<file path="src/rtl/hazard_ctrl_pipe.sv">
// EX/MEM/WB control pipeline with load-use stall, redirect flush and memory freeze.
// Carries an opaque control bundle and counts stall/flush events.
module hazard_ctrl_pipe #(
    parameter int CTRL_W = 16,
    parameter int RA_W   = 5
) (
    input  logic              clk,
    input  logic              rst_n,
    input  logic              id_valid,
    input  logic              id_reg_write,
    input  logic              id_mem_write,
    input  logic              id_mem_read,
    input  logic              id_branch,
    input  logic              id_jump,
    input  logic [CTRL_W-1:0] id_ctrl,
    input  logic [RA_W-1:0]   id_rd,
    input  logic [RA_W-1:0]   id_rs1,
    input  logic [RA_W-1:0]   id_rs2,
    input  logic              id_use_rs1,
    input  logic              id_use_rs2,
    input  logic              ex_branch_taken,
    input  logic              mem_busy,
    output logic              ex_valid,
    output logic              mem_valid,
    output logic              wb_valid,
    output logic              ex_reg_write,
    output logic              ex_mem_write,
    output logic              ex_mem_read,
    output logic              ex_branch,
    output logic              ex_jump,
    output logic [CTRL_W-1:0] ex_ctrl,
    output logic [RA_W-1:0]   ex_rd,
    output logic              mem_reg_write,
    output logic              mem_mem_write,
    output logic              mem_mem_read,
    output logic [CTRL_W-1:0] mem_ctrl,
    output logic [RA_W-1:0]   mem_rd,
    output logic              wb_reg_write,
    output logic [CTRL_W-1:0] wb_ctrl,
    output logic [RA_W-1:0]   wb_rd,
    output logic              stall_if_id,
    output logic              flush_if_id,
    output logic [15:0]       stall_cnt,
    output logic [15:0]       flush_cnt
);

    typedef struct packed {
        logic              valid;
        logic              reg_write;
        logic              mem_write;
        logic              mem_read;
        logic              branch;
        logic              jump;
        logic [CTRL_W-1:0] ctrl;
        logic [RA_W-1:0]   rd;
    } ex_t;

    typedef struct packed {
        logic              valid;
        logic              reg_write;
        logic              mem_write;
        logic              mem_read;
        logic [CTRL_W-1:0] ctrl;
        logic [RA_W-1:0]   rd;
    } mem_t;

    typedef struct packed {
        logic              valid;
        logic              reg_write;
        logic [CTRL_W-1:0] ctrl;
        logic [RA_W-1:0]   rd;
    } wb_t;

    ex_t  ex_q, ex_d;
    mem_t mem_q, mem_d;
    wb_t  wb_q, wb_d;

    logic [15:0] stall_cnt_q, stall_cnt_d;
    logic [15:0] flush_cnt_q, flush_cnt_d;

    logic load_use;
    logic redirect;
    logic stall_c;
    logic flush_c;

    assign load_use = ex_q.valid & ex_q.mem_read & (ex_q.rd != '0) & id_valid &
                      ((id_use_rs1 & (id_rs1 == ex_q.rd)) |
                       (id_use_rs2 & (id_rs2 == ex_q.rd)));

    assign redirect = ex_q.valid & (ex_q.jump | (ex_q.branch & ex_branch_taken));

    always_comb begin
        ex_d        = ex_q;
        mem_d       = mem_q;
        wb_d        = wb_q;
        stall_cnt_d = stall_cnt_q;
        flush_cnt_d = flush_cnt_q;
        stall_c     = 1'b0;
        flush_c     = 1'b0;

        if (mem_busy) begin
            wb_d    = '0;
            stall_c = 1'b1;
        end else begin
            mem_d.valid     = ex_q.valid;
            mem_d.reg_write = ex_q.reg_write;
            mem_d.mem_write = ex_q.mem_write;
            mem_d.mem_read  = ex_q.mem_read;
            mem_d.ctrl      = ex_q.ctrl;
            mem_d.rd        = ex_q.rd;

            wb_d.valid     = mem_q.valid;
            wb_d.reg_write = mem_q.reg_write;
            wb_d.ctrl      = mem_q.ctrl;
            wb_d.rd        = mem_q.rd;

            if (redirect) begin
                flush_c = 1'b1;
                ex_d    = '0;
                if (flush_cnt_q != 16'hFFFF) begin
                    flush_cnt_d = flush_cnt_q + 16'd1;
                end
            end else if (load_use) begin
                stall_c = 1'b1;
                ex_d    = '0;
                if (stall_cnt_q != 16'hFFFF) begin
                    stall_cnt_d = stall_cnt_q + 16'd1;
                end
            end else if (id_valid) begin
                ex_d.valid     = 1'b1;
                ex_d.reg_write = id_reg_write;
                ex_d.mem_write = id_mem_write;
                ex_d.mem_read  = id_mem_read;
                ex_d.branch    = id_branch;
                ex_d.jump      = id_jump;
                ex_d.ctrl      = id_ctrl;
                ex_d.rd        = id_rd;
            end else begin
                ex_d = '0;
            end
        end
    end

    always_ff @(posedge clk or negedge rst_n) begin
        if (!rst_n) begin
            ex_q        <= '0;
            mem_q       <= '0;
            wb_q        <= '0;
            stall_cnt_q <= '0;
            flush_cnt_q <= '0;
        end else begin
            ex_q        <= ex_d;
            mem_q       <= mem_d;
            wb_q        <= wb_d;
            stall_cnt_q <= stall_cnt_d;
            flush_cnt_q <= flush_cnt_d;
        end
    end

    // Gate with rst_n so a held mem_busy cannot raise a stall during reset.
    assign stall_if_id = rst_n & stall_c;
    assign flush_if_id = rst_n & flush_c;

    assign ex_valid     = ex_q.valid;
    assign ex_reg_write = ex_q.reg_write;
    assign ex_mem_write = ex_q.mem_write;
    assign ex_mem_read  = ex_q.mem_read;
    assign ex_branch    = ex_q.branch;
    assign ex_jump      = ex_q.jump;
    assign ex_ctrl      = ex_q.ctrl;
    assign ex_rd        = ex_q.rd;

    assign mem_valid     = mem_q.valid;
    assign mem_reg_write = mem_q.reg_write;
    assign mem_mem_write = mem_q.mem_write;
    assign mem_mem_read  = mem_q.mem_read;
    assign mem_ctrl      = mem_q.ctrl;
    assign mem_rd        = mem_q.rd;

    assign wb_valid     = wb_q.valid;
    assign wb_reg_write = wb_q.reg_write;
    assign wb_ctrl      = wb_q.ctrl;
    assign wb_rd        = wb_q.rd;

    assign stall_cnt = stall_cnt_q;
    assign flush_cnt = flush_cnt_q;

endmodule

</file>
<file path="config.mk">
export PLATFORM = sky130hd
export DESIGN_NAME = hazard_ctrl_pipe
export DESIGN_NICKNAME = d
export VERILOG_FILES = /design/src/rtl/hazard_ctrl_pipe.sv
export SDC_FILE = /design/constraint.sdc
export NUM_CORES = 1
export LEC_CHECK = 0
export BUFFER_PORTS_ARGS = -buffer_cell sky130_fd_sc_hd__clkbuf_2
export CAP_MARGIN = 20
export CORE_MARGIN = 2
export CORE_UTILIZATION = 40
export DETAILED_ROUTE_END_ITERATION = 8
export PLACE_DENSITY = 0.78
export SLEW_MARGIN = 0
export SYNTH_ARGS = -nofsm -noshare
export SYNTH_HDL_FRONTEND = slang
export SYNTH_SLANG_ARGS = --single-unit
export TNS_END_PERCENT = 20
</file>
<file path="constraint.sdc">
create_clock -name clk -period 6 [get_ports clk]
set_clock_uncertainty 0.1 [all_clocks]
set_input_delay 1.2 -clock clk [delete_from_list [all_inputs] [get_ports clk]]
set_output_delay 1.2 -clock clk [all_outputs]
set_load 0.1 [all_outputs]
</file>
; Yosys cells after proc, flatten, opt, wreduce, memory -nomap -nowiden
; Index checks and enable logic that the tools add are counted.
[totals]
elab_cells = 52
mem_bits_ro = 0
latch_bits = 0
regBits = 107
ramBits = 0
input_bits = 43
memories = 0
[op_classes]
magnitude_cmp = 0
bitwise = 14
shift = 0
mul = 0
muxes = 9
n_reduce_logical = 3
div_mod_pow = 0
n_eq_ne = 4
add_sub_neg = 2
[ops]
columns = op, count
row1 = $mux W27, 3
row2 = $add A16 B1 Y16 const B, 2
row3 = $ne A16 B16 Y1 const B, 2
row4 = $mux W23, 1
row5 = $and A1 B1 Y1, 10
row6 = $eq A5 B5 Y1, 2
row7 = $mux W1, 5
row8 = $reduce_bool A5 Y1, 1
row9 = $reduce_and A4 Y1, 1
row10 = $reduce_and A3 Y1, 1
row11 = $not A1 Y1, 2
row12 = $or A1 B1 Y1, 2

; Depth between registers and ports, before layout
; Gate-level depths: netlist of the first run.
[logic_depth]
depth_word = 8
depth_mapped = 8
ltp_nobuf = 7

; Least setup slack after synthesis of the first run
; No wires, ideal clock.
[synth_timing]
kind = input-to-output
start = input id_rs1[1]
end = output stall_if_id
arrival_time_ps = 3326
slack_ps = 1374
cell_stages = 6
cell_sequence = xnor2_1 -> nand4_1 -> o22ai_1 -> nor2b_2 -> a21oi_1 -> nor2_1
[synth_between]
elab_chain_len = 8
[synth_rtl]
columns = item, line
row1 = start: declaration, 17  ; input logic [RA_W-1:0] id_rs1,
row2 = $eq A5 B5 Y1, 87  ; ((id_use_rs1 & (id_rs1 == ex_q.rd)) |
row3 = $and A1 B1 Y1, 87
row4 = $or A1 B1 Y1, 87
row5 = $and A1 B1 Y1, 86  ; assign load_use = ex_q.valid & ex_q.mem_read & (ex_q.rd != '0) & id_valid &
row6 = $mux W1, 123  ; end else if (load_use) begin
row7 = $mux W1, 117  ; if (redirect) begin
row8 = $mux W1, 101  ; if (mem_busy) begin
row9 = $and A1 B1 Y1, 161  ; assign stall_if_id = rst_n & stall_c;
row10 = end: declaration, 41  ; output logic stall_if_id,
; Every way passes these cells.

; Worst setup path in the final report of the first run
[layout_timing]
start = input id_rs2[0]
end = output stall_if_id
[layout_between]
elab_chain_len = 8
[layout_rtl]
columns = item, line
row1 = start: declaration, 18  ; input logic [RA_W-1:0] id_rs2,
row2 = $eq A5 B5 Y1, 88  ; (id_use_rs2 & (id_rs2 == ex_q.rd)));
row3 = $and A1 B1 Y1, 88
row4 = $or A1 B1 Y1, 87
row5 = $and A1 B1 Y1, 86
row6 = $mux W1, 123
row7 = $mux W1, 117
row8 = $mux W1, 101
row9 = $and A1 B1 Y1, 161
; Every way passes these cells.

==> summary.md, run 1 <==
| Metric | Value |
|---|---|
| Global-route wire length before repair | `15,650 um` |
| Die area | `approximately 11,000 sq um` |
| CP most frequent cell | `clkbuf_2` |
| Commonest non-fill, non-tap cell in the layout | `clkbuf_2` |
| CTS resizes | `0` |
| Initial Util | `between 40 and 50%` |
| Final Hold Vio Count | `0` |
| Die Width | `between 100 and 150 um` |
| Dpl cells | `600` |
| Reg power frac | `around 44%` |
| Vias | `3,021` |
| Worst setup SP type | `primary input` |
| Hold bufs inserted after CTS | `0` |
| Max-slew violation count | `0` |
| Setup TNS | `0 ns` |
| VDD IR max | `0.1533 mV` |
| Number of diodes | `0` |
| Final layout net count | `520` |
| Leakage | `2.788 nW` |
| Top Layer Used | `met4` |
| Fin Hold WS | `0.4009 ns` |
| Place WS | `1.564 ns` |
| CP arrival | `3.10 ns` |
| Family with the most delay on the worst path | `simple AND/OR/NAND/NOR gates` |
| Grt ovf | `0` |
| Tcrit/Tclk final | `73.34%` |
| Clk pin slew, worst setup/hold paths | `0.10 ns` |
| DRT Wirelength | `slightly below 10,000 um` |
| Post-CTS setup buffer count | `0` |
| Int Pwr | `1.042 mW` |
| Worst Path Required | `about 4.7 ns` |
| Total GRT Usage | `17.49%` |
| Worst slew pin tran | `0.8121 ns` |
| Largest net degree at the start of global routing | `78` |
| Outcome | `completed` |
| CP max-delay cell | `clkbuf_2` |
| Sw frac | `44.43%` |
| CP bufs+invs | `2` |
| Core Area | `a little over 10,000 sq um` |
| Row count | `37` |
| CP Max Fanout | `5` |
| # setup viols final | `0` |
| Die Y | `around 110 um` |
| Synth Flop Type | `dfrtp_1` |
| IO Port Bufs | `~150` |
| Worst hold path class | `flip-flop to flip-flop` |
| Root buf cell | `clkbuf_8` |
| Final ANT Viol Nets | `0` |
| P per Cell Area | `352.1 nW/um^2` |
| GPL Wtd Cong | `0.8196` |
| Sequential share of the synthesized area | `63.03%` |
| CP Class | `primary input to output pin` |
| DR DRC count | `0` |
| Routed length on met2 | `between 4000 and 5000 um` |
| FMAX | `0.2273 GHz` |
| Fin cells | `between 600 and 700` |
| I/O pins | `152` |
| Pre-antenna DRT Iters | `4` |
| Critical path, cell by cell | `clkbuf_2, xnor2_1, nand4_1, o22ai_1, nor2b_2, a21oi_1, nor2_1, clkbuf_2` |
| Longest Clk Path Bufs | `2` |
| Comb power frac | `33.2%` |
| DP Area | `5141 sq um` |
| Synthesized area | `4248 sq um` |
| Synth cell types | `31` |
| #FFs+latches synth | `107` |
| Number of synthesized flops with an enable pin | `0` |
| RSZ-0062 raised after global routing | `no` |
| Synth async-reset ratio | `100.0%` |
| Synth area leader | `dfrtp_1` |
| Syn nets | `366` |
| Clock Latency Late Sink | `0.36 ns` |
| 1st-iter DRT viols | `91` |
| Max cap viols | `0` |
| Dpl hpwl | `7098 um` |
| Filler cell count | `903` |
| Mapped Cells | `321` |
| Design area | `roughly 5300 sq um` |
| M1 wire length | `4353 um` |
| Critical Path End Type | `output pin` |
| Number of global-route vias before repair | `approximately 3,000` |
| Net Switching | `833.2 uW` |
| CTS tree | `yes` |
| Clk sink count | `approximately 110` |
| Area Overhead vs Synth | `25.39%` |
| Antenna violations before repair | `0` |
| Mapped Avg Cell Area | `13.23 sq um` |
| CTS buffer count | `9` |
| Commonest cells after routing, fill and taps aside | `clkbuf_2 (150), dfrtp_1 (107), mux2_2 (27)` |
| Worst stage delay on the critical path | `0.47 ns` |
| Synth Warn # | `0` |
| Share of cells above drive strength 1 | `41.46%` |
| WL met3 | `491 um` |
| Routed len/inst | `15.88 um` |
| Yosys top cell area share | `63.03%` |
| H-tree Lvls | `3` |
| Final WS setup | `1.600 ns` |
| Clock power share | `22.6%` |
| Vias per cell | `between 4 and 5` |
| Top post-synthesis cells by area | `dfrtp_1 (63%), mux2_2 (7.2%), a22o_1 (5.4%)` |
| Register area | `approximately 2700 sq um` |
| Final min period | `approximately 4.4 ns` |
| Area taken by multi-input logic gates | `1501 sq um` |
| Worst relative slew slack | `~46%` |
## final timing paths
| kind | depth (start not counted) | endpoint | slack (ns) | from |
|---|---|---|---|---|
| worst max register to register | 7 | stall_cnt[8] | 3.57 | stall_cnt[0] |
| max in group asynchronous | 2 | ex_valid | 3.85 | rst_n |
| worst min register to register | 1 | stall_cnt[12] | 0.40 | stall_cnt[12] |
| worst max-delay path | 8 | stall_if_id | 1.60 | id_rs2[0] |
| worst min-delay path | 1 | stall_cnt[12] | 0.40 | stall_cnt[12] |
| min in group asynchronous | 1 | ex_ctrl[10] | 0.70 | rst_n |
## metrics by stage
stage,power [mW],utilization (%)
floorplan,1.345,-
global placement,1.460,49.80
detailed placement,1.470,49.80
CTS,1.894,51.59
global route,1.951,51.59
finish,1.875,51.59
## area by class of cell
type	instances	share of cell area [%]
inverters	3	0.2114
clock buffers	10	2.396
clock inverters	6	1.081
multi-input cells	200	28.19
well taps	136	3.195
repair buffers	154	14.66
flip-flops and latches	107	50.27
## per-layer routing
layer | up-vias | GRT usage (%)
met2 | 91 | 28.62
met3 | 9 | 3.465
met5 | - | 0
met4 | 0 | 6.679
li1 | 1436 | -
met1 | 1485 | 22.98
## synthesized netlist by cell type, types with 2 or more instances
master / n
a31oi_1: 3
nor2_1: 15
clkbuf_1: 6
and3_1: 3
nor2b_1: 24
nand3b_1: 3
ha_1: 2
inv_1: 3
nand4_1: 9
nand2_1: 12
dfrtp_1: 107
mux2_2: 27
a21o_1: 3
buf_6: 2
a22o_1: 26
a21oi_1: 3
xnor2_1: 26
nor3_1: 7
xor2_1: 12
nand3_1: 16
buf_1: 2
## worst reg2reg max path, stage by stage, from the launching register on
cell and delay [ns]:
dfrtp_1 0.44, ha_1 0.25, nand4_1 0.15, nor2_1 0.12
a31oi_1 0.38, nand3b_1 0.42, nor3_1 0.33, xor2_1 0.17
## power groups by stage
| stage | Combinational, mW | Sequential (mW) | Clock (mW) |
|---|---|---|---|
| final | 0.622 | 0.829 | 0.424 |
| after global routing | 0.644 | 0.837 | 0.470 |
| after CTS | 0.627 | 0.829 | 0.437 |
| after detailed placement | 0.626 | 0.844 | 0 |
| after global placement | 0.620 | 0.840 | 0 |
| after floorplan | 0.0875 | 1.26 | 0 |
## sequential cells by signal (all words and copies together) (netlist names), 5 cells and up
name and flops:
wb_ctrl 16, stall_cnt 16, mem_rd 5, mem_ctrl 16, ex_ctrl 16, flush_cnt 16
ex_rd 5, wb_rd 5
## logic make-up after synthesis
logic type                 Yosys count  synth area share (%)
adders and majority gates            2                0.5890
muxes                               28                 7.423
buffers and inverters               14                 1.620
and+or+nand+nor                     94                 12.11
AOI/OAI and AO/OA                   38                 7.393
DFF                                107                 63.03
xor gates and xnor gates            38                 7.835
(Power assumes the default switching activity.)
==> run 2: changes to the inputs <==
- ABC_AREA: unset -> 1
- PLACE_DENSITY: 0.78 -> 0.76
- clock period: 6 -> 4.5 ns (I/O delays scaled with it)
==> run 2 against run 1 <==
  * First-iteration DRC count rose by 130%
  * Combinational power rose by 67%
  * Critical path depth is 2 higher
  * Critical path type unchanged
  * Synthesized area grew 14%
  * Sequential power rose by 38%
  * Global-route usage up 1.3 points
  * Non-clock buffer count stayed put
  * Design area up 13%
  * Wire length increased by 18%
  * Clock power is 77% higher
==> summary.md, run 2 <==
| Metric | Value |
|---|---|
| Outcome | `completed` |
| CTS buffer count | `9` |
| Vias per cell | `4.724` |
| DR DRC count | `0` |
| Die area | `between 10,000 and 15,000 sq um` |
| VDD IR max | `0.3386 mV` |
| Comb power frac | `35.5%` |
| Antenna violations before repair | `0` |
| Sw frac | `45.69%` |
| Initial Util | `40.75%` |
| Worst setup SP type | `primary input` |
| Yosys top cell area share | `between 50% and 60%` |
| Root buf cell | `clkbuf_16` |
| # setup viols final | `0` |
| Register area | `approximately 2700 sq um` |
| CP arrival | `2.09 ns` |
| Final min period | `3.094 ns` |
| Reg power frac | `38.9%` |
| Top Layer Used | `met4` |
| Synth Flop Type | `dfrtp_1` |
| RSZ-0062 raised after global routing | `no` |
| Longest Clk Path Bufs | `2` |
| Filler cell count | `1,163` |
| Max-slew violation count | `0` |
| Fin cells | `880` |
| Clk pin slew, worst setup/hold paths | `0.07 ns` |
| CP Class | `primary input to output pin` |
| Routed len/inst | `13.15 um` |
| Final WS setup | `1.406 ns` |
| Pre-antenna DRT Iters | `4` |
| Final ANT Viol Nets | `0` |
| Routed length on met2 | `5538 um` |
| Commonest cells after routing, fill and taps aside | `nand2_1 (185), clkbuf_2 (148), dfrtp_1 (107)` |
| Share of cells above drive strength 1 | `25.38%` |
| Global-route wire length before repair | `a little under 20,000 um` |
| Synth Warn # | `0` |
| Worst hold path class | `flip-flop to flip-flop` |
| DRT Wirelength | `between 10,000 and 15,000 um` |
| H-tree Lvls | `3` |
| Fin Hold WS | `between 0.3 and 0.4 ns` |
| Syn nets | `628` |
| Sequential share of the synthesized area | `~55%` |
| GPL Wtd Cong | `between 0.7 and 0.8` |
| Area Overhead vs Synth | `24.23%` |
| Die Y | `114.2 um` |
| Synth area leader | `dfrtp_1` |
| Post-CTS setup buffer count | `0` |
| Commonest non-fill, non-tap cell in the layout | `nand2_1` |
| Place WS | `1.392 ns` |
| Most common cell in the netlist | `nand2_1` |
| Total GRT Usage | `18.83%` |
| Synth top cells by count | `nand2_1 (185), dfrtp_1 (107), inv_1 (83)` |
| I/O pins | `152` |
| Synth cell types | `30` |
| Largest net degree at the start of global routing | `83` |
| Final layout net count | `774` |
| Worst relative slew slack | `39.98%` |
| Grt ovf | `0` |
| FMAX | `0.3232 GHz` |
| Final Hold Vio Count | `0` |
| IO Port Bufs | `151` |
| Critical Path End Type | `output pin` |
| CTS tree | `yes` |
| Number of global-route vias before repair | `3,965` |
| Leakage | `between 3 and 4 nW` |
| Design area | `6030 sq um` |
| Dpl hpwl | `8193 um` |
| Clk sink count | `107` |
| Number of diodes | `0` |
| Clock Latency Late Sink | `0.35 ns` |
| Clock power share | `25.6%` |
| Setup TNS | `0 ns` |
| Worst slew pin tran | `0.9002 ns` |
| P per Cell Area | `just under 500 nW/um^2` |
| Number of synthesized flops with an enable pin | `0` |
| Row count | `40` |
| Final Util | `about 51%` |
| Total power | `2.932 mW` |
| M1 wire length | `5211 um` |
| CP Max Fanout | `4` |
| #FFs+latches synth | `about 110` |
| Worst Path Required | `3.50 ns` |
| 1st-iter DRT viols | `211` |
| Mapped Cells | `slightly below 600` |
| Tcrit/Tclk final | `68.76%` |
| Vias | `4,157` |
| Max cap viols | `0` |
| Dpl cells | `between 800 and 900` |
| Synthesized area | `4853 sq um` |
| Net Switching | `1.340 mW` |
| Int Pwr | `roughly 1.6 mW` |
| Hold bufs inserted after CTS | `0` |
| WL met3 | `approximately 460 um` |
| Die Width | `114.2 um` |
| Synth async-reset ratio | `between 90% and 100%` |
| CTS resizes | `0` |
| Top post-synthesis cells by area | `dfrtp_1 (55%), nand2_1 (14%), inv_1 (6.4%)` |
| Core Area | `around 12,000 sq um` |
| DP Area | `around 5800 sq um` |
| Area taken by multi-input logic gates | `1757 sq um` |
| Mapped Avg Cell Area | `8.325 sq um` |
-- run 2: worst max-delay path, stage by stage --
cell,delay [ns]
clkbuf_2,0.10
inv_1,0.04
nand2_1,0.05
nand2_1,0.06
nor2_1,0.08
nand3_1,0.09
nand2_2,0.13
nand3_1,0.10
a21oi_1,0.32
buf_12,0.22
-- run 2: kinds of logic after synthesis --
family,share of synthesized area (%)
buffers and inverters,8.636
and+or+nand+nor,25.47
adders and majority gates,0.5155
DFF,55.17
xor gates and xnor gates,3.609
AOI/OAI and AO/OA,6.600
-- run 2: final timing paths --
check / start / endpoint / slack (ns) / depth (start not counted)
worst max register to register: flush_cnt[0] / flush_cnt[0] / 2.17 / 7
worst min register to register: mem_mem_read / mem_mem_read / 0.39 / 2
max in group asynchronous: rst_n / stall_cnt[9] / 2.61 / 2
worst min-delay path: mem_mem_read / mem_mem_read / 0.39 / 2
worst max-delay path: id_rs2[4] / stall_if_id / 1.41 / 10
min in group asynchronous: rst_n / wb_ctrl[9] / 0.41 / 1
-- run 2: area by class of cell --
cell class                 count  share of cell area [%]
multi-input combinational    371                   29.13
inverter                      86                   5.354
sequential                   107                   44.41
clock inverter                 4                  0.5810
clock buffer                  11                   4.026
tap                          147                   3.050
timing repair buffer         154                   13.45
-- run 2: power groups by stage --
stage,clock [mW],combinational [mW],sequential (mW)
after floorplan,0,0.179,1.83
final,0.751,1.04,1.14
after global routing,0.818,1.09,1.16
after global placement,0,1.04,1.16
after detailed placement,0,1.05,1.16
after CTS,0.780,1.05,1.14
-- run 2: routing by layer --
metal  GRT usage [%]  vias up
li1                -     2122
met1           24.14     1918
met3           2.965       21
met2           30.99       96
met4           9.675        0
met5               0        -
